==> src/rtl/ram_dp_param.sv <==
// Simple dual-port RAM with byte-enabled writes, 1- or 2-cycle registered reads,
// selectable read-during-write behaviour and an optional zero-fill after reset.
module ram_dp_param #(
  parameter int unsigned DATA_W         = 8,
  parameter int unsigned ADDR_W         = 6,
  parameter int unsigned RD_LAT         = 1,
  parameter int unsigned RDW_MODE       = 0,
  parameter int unsigned CLEAR_ON_RESET = 1
) (
  input  logic                  clk,
  input  logic                  rst_n,
  input  logic                  we,
  input  logic [DATA_W/8-1:0]   be,
  input  logic [ADDR_W-1:0]     write_addr,
  input  logic [DATA_W-1:0]     data,
  input  logic                  re,
  input  logic [ADDR_W-1:0]     read_addr,
  output logic [DATA_W-1:0]     q,
  output logic                  q_valid,
  output logic                  busy
);

  localparam int unsigned NB    = DATA_W / 8;
  localparam int unsigned DEPTH = 2 ** ADDR_W;

  typedef enum logic {ST_CLEAR, ST_READY} state_e;

  state_e              state_q, state_d;
  logic [ADDR_W-1:0]   clr_addr_q, clr_addr_d;

  logic [DATA_W-1:0]   mem [DEPTH];

  logic                wr_en_c;
  logic [ADDR_W-1:0]   wr_addr_c;
  logic [DATA_W-1:0]   wr_data_c;
  logic [NB-1:0]       wr_be_c;

  logic                rd_fire_c;
  logic                rdw_hit_c;
  logic [DATA_W-1:0]   rd_word_c;

  // Stage 0 captures the array word on the sampling edge; stages 1..RD_LAT are output registers.
  logic [RD_LAT:0]     vld_q;
  logic [DATA_W-1:0]   dat_q [RD_LAT+1];

  always_ff @(posedge clk or negedge rst_n) begin
    if (!rst_n) begin
      state_q    <= (CLEAR_ON_RESET != 0) ? ST_CLEAR : ST_READY;
      clr_addr_q <= '0;
    end else begin
      state_q    <= state_d;
      clr_addr_q <= clr_addr_d;
    end
  end

  // Zero-fill sequencer: one word per cycle, ascending, then park in READY until reset.
  always_comb begin
    state_d    = state_q;
    clr_addr_d = clr_addr_q;
    unique case (state_q)
      ST_CLEAR: begin
        clr_addr_d = clr_addr_q + ADDR_W'(1);
        if (clr_addr_q == {ADDR_W{1'b1}}) begin
          state_d = ST_READY;
        end
      end
      default: ;
    endcase
  end

  assign busy = (state_q == ST_CLEAR);

  // The clear sequence owns the write port while busy; user writes are dropped.
  always_comb begin
    wr_en_c   = we;
    wr_addr_c = write_addr;
    wr_data_c = data;
    wr_be_c   = be;
    if (busy) begin
      wr_en_c   = 1'b1;
      wr_addr_c = clr_addr_q;
      wr_data_c = '0;
      wr_be_c   = '1;
    end
  end

  always_ff @(posedge clk) begin
    if (wr_en_c) begin
      for (int unsigned i = 0; i < NB; i++) begin
        if (wr_be_c[i]) begin
          mem[wr_addr_c][8*i +: 8] <= wr_data_c[8*i +: 8];
        end
      end
    end
  end

  assign rd_fire_c = re && !busy;
  assign rdw_hit_c = (RDW_MODE != 0) && we && !busy && (write_addr == read_addr);

  // New-data mode forwards the enabled write lanes over the pre-write word.
  always_comb begin
    rd_word_c = mem[read_addr];
    if (rdw_hit_c) begin
      for (int unsigned i = 0; i < NB; i++) begin
        if (be[i]) begin
          rd_word_c[8*i +: 8] = data[8*i +: 8];
        end
      end
    end
  end

  always_ff @(posedge clk or negedge rst_n) begin
    if (!rst_n) begin
      vld_q <= '0;
      for (int unsigned i = 0; i <= RD_LAT; i++) begin
        dat_q[i] <= '0;
      end
    end else begin
      vld_q <= {vld_q[RD_LAT-1:0], rd_fire_c};
      if (rd_fire_c) begin
        dat_q[0] <= rd_word_c;
      end
      for (int unsigned i = 1; i <= RD_LAT; i++) begin
        if (vld_q[i-1]) begin
          dat_q[i] <= dat_q[i-1];
        end
      end
    end
  end

  assign q       = dat_q[RD_LAT];
  assign q_valid = vld_q[RD_LAT];

endmodule

==> config.mk <==
export PLATFORM = sky130hd
export DESIGN_NAME = ram_dp_param
export DESIGN_NICKNAME = d
export VERILOG_FILES = /design/src/rtl/ram_dp_param.sv
export SDC_FILE = /design/constraint.sdc
export NUM_CORES = 1
export LEC_CHECK = 0
export CORE_ASPECT_RATIO = 1.75
export CORE_UTILIZATION = 62
export DETAILED_ROUTE_END_ITERATION = 10
export PLACE_DENSITY = 0.79
export SYNTH_ARGS = -nofsm -noshare
export SYNTH_HDL_FRONTEND = slang
export SYNTH_SLANG_ARGS = --single-unit
export TNS_END_PERCENT = 5
==> constraint.sdc <==
create_clock -name clk -period 2.9 [get_ports clk]
set_input_delay 0.435 -clock clk [delete_from_list [all_inputs] [get_ports clk]]
set_output_delay 0.435 -clock clk [all_outputs]
set_load 0.03 [all_outputs]
==> metrics.csv <==
metric,value,unit
status,"finished, final reports clean",
Worst setup EP type,output port,
Synth-to-Final Area Change,13.9,%
H-tree Lvls,2,
fraction of the yosys area taken by sequential cells,75.7,%
Clk pwr share,41.5,%
post-route ant nets,0,
Layout Nets,1225,
Reg power frac,56.1,%
Tcrit/Tclk final,80.5,%
Num CTS Buffers,44,
initial core utilization,62.8,%
Worst Max-Slew Pin Slew,0.801,ns
"FF+latch count, synth",537,
fin cells,1685,
total power,14.9,mW
vias in the first global route,11300,
TritonRoute pass-1 iters,5,
Fin Clk Skew,0.0239,ns
fmax,0.428,GHz
syn_area_per_cell,19.6,µm²
YS warnings,0,
largest net degree at the start of global routing,65,
Leak Pwr,6.63,nW
Crit Path Category,flop to output port,
crit path DAT,1.90,ns
Hold Fails Final Rpt,0,
Die ar.,0.0349,mm²
core footprint,0.0336,mm²
Post-CTS Setup Repair Bufs,0,
HP Class,input port to asynchronous set/reset pin,
r2r setup slk,0.61,ns
drt wl/cell,27.6,µm
DRT iter0 DRCs,1112,
RSZ-0062 raised after global routing,false,
cell internal pwr,12.1,mW
crit path time final,2.34,ns
Rel. slew slack,45.2,%
post-cts sizing count,0,
total grt overflow,0,
post-place setup slack,0.134,ns
Max-Cap Viols,0,
TritonCTS clock tree,yes,
top_reg_cell synth,edfxtp_1,
drt drc,0,
die width,142,µm
hpwl dp,30800,µm
routed vias,10700,
clk slew on worst S/H paths,0.07,ns
"Cell Chain, Critical Path",clkinv_1 -> clkdlybuf4s50_1,
Die H,246,µm
# clock sinks,537,
Synth Instances,1079,
Peak VDD IR,0.655,mV
final worst setup slack,0.564,ns
Total Wirelength,46500,µm
startpoint types,flop,
Comb power frac,2.4,%
post-synthesis async set-or-reset flop share,4.66,%
cts hold-fix bufs,0,
Cells after DPL,1608,
slowest CP cell,clkdlybuf4s50_1,
vias per inst,6.36,
Yosys cell types,49,
Final GP Congestion,0.925,
Finish-stage setup viols,0,
first-pass GRT wire length,70100,µm
port buffer count,34,
worst-path maximum fanout,8,
Max Slew Vio Count,0,
Switching Power,2.84,mW
top-level I/O count,35,
final setup TNS,0,ns
layout cells sized above 1,26.6,%
Clock Latency Late Sink,0.56,ns
Site Rows,89,
Tot GR Track Use,28.4,%
"EDFF count, synth",512,
root buffer cell,clkbuf_16,
Pwr Density,619,mW/mm²
CTS Buffer Depth,3,
initial antenna violation count,1,
Worst EP required,2.47,ns
Synth Cell Area,0.0211,mm²
post-synthesis net count,1105,
delay of the slowest critical-path stage,0.67,ns
Sw Share,19.0,%
kinds of logic after synthesis:
logic type                 Yosys count  synth area share (%)
buffers and inverters               69                  1.98
and+or+nand+nor                    185                  4.01
DFF                                537                  75.7
adders and majority gates            1                0.0592
xor gates and xnor gates             5                 0.207
muxes                              181                  14.5
AOI/OAI and AO/OA                  101                  3.52
power groups by stage:
stage / logic [mW] / registers, mW / clock network [mW]
after floorplan: 0.232 / 8.53 / 0
after global placement: 0.350 / 8.53 / 0
after detailed placement: 0.352 / 8.53 / 0
after CTS: 0.356 / 8.36 / 6.26
after global routing: 0.376 / 8.35 / 6.52
final: 0.356 / 8.36 / 6.19
critical path, delay by kind of cell, from the launching register on:
family / cells / cell delay [ns]
flops: 1 / 0.42
buf+inv: 2 / 0.93
routing by layer:
metal,wire (µm),vias to the layer above,track usage (%)
met5,0,-,0
met4,3240,0,17.8
met3,2580,158,4.10
met2,25400,461,51.0
met1,15300,5495,31.4
li1,-,4609,-
worst paths after layout:
kind	startpoint	end	cells past startpoint
max	state_q	busy	2
min	rst_n	q[6]	2
max reg2reg	state_q	mem[60][6]	5
min reg2reg	dat_q[10]	dat_q[10]	2
max in group asynchronous	rst_n	clr_addr_q[5]	2
min in group clk	dat_q[10]	dat_q[10]	2
sequential cells by signal, indices dropped and copies added (netlist names):
| name | cells |
|---|---|
| state_q | 1 |
| mem | 512 |
| q | 8 |
| clr_addr_q | 6 |
| dat_q | 8 |
| vld_q | 2 |
cell type report:
| type | count | area, µm² |
|---|---|---|
| diodes | 1 | 2.50 |
| clock buffers | 49 | 1140 |
| clock inverters | 27 | 350 |
| fillers | 2001 | 9560 |
| inverters | 4 | 15.0 |
| multi-input cells | 473 | 4720 |
| flip-flops and latches | 537 | 16000 |
| well taps | 455 | 569 |
| repair buffers | 139 | 1260 |
layout by cell type (no fill, tap or decap), types with 4 or more instances in the layout:
cell and n:
clkdlybuf4s50_1 31, nor2_1 69, mux2i_1 42, o211ai_1 8
a22oi_1 17, and3_1 4, clkbuf_16 45, bufinv_16 8
o22ai_1 33, nand2b_1 6, xnor2_1 5, clkbuf_1 4
a211oi_1 16, buf_4 94, and2_2 8, a2111oi_0 8
clkinv_1 6, nor2b_1 11, edfxtp_1 512, nand2_1 48
mux4_2 96, dfrtp_1 25, buf_12 11, a22o_1 10
clkinv_2 8, mux2_2 42, nand3_1 10, nor3_1 17
cell usage after synthesis (2+ instances only):
cell type / instances / share of area (%)
edfxtp_1: 512 / 73
a211oi_1: 16 / 0.57
mux4_2: 96 / 10
nand2b_1: 6 / 0.18
inv_1: 3 / 0.053
a22oi_1: 17 / 0.60
a2111oi_0: 8 / 0.33
nor2_1: 69 / 1.2
dfrtp_1: 25 / 3.0
or2_2: 2 / 0.059
buf_1: 11 / 0.20
o211ai_1: 8 / 0.28
nand3_1: 10 / 0.24
buf_2: 14 / 0.33
and3_1: 4 / 0.12
a22o_1: 10 / 0.41
xnor2_1: 5 / 0.21
and3b_1: 2 / 0.083
o22ai_1: 33 / 0.98
nand2_1: 48 / 0.85
clkbuf_1: 12 / 0.21
and2_1: 9 / 0.27
mux2_2: 42 / 2.2
buf_6: 6 / 0.32
mux2i_1: 42 / 2.0
nor2b_1: 11 / 0.33
nor3_1: 17 / 0.40
buf_4: 19 / 0.67
buf_8: 2 / 0.14
per-stage QoR:
step                hold WS [ns]  utilization (%)  instance area, µm²
global route               0.305             71.6               24100
finish                     0.253             71.6               24100
CTS                        0.246             71.6               24100
global placement           0.489             67.1               22600
detailed placement         0.494             67.1               22600
floorplan                  0.139                -               21100
Power figures use the tool's default switching activity.
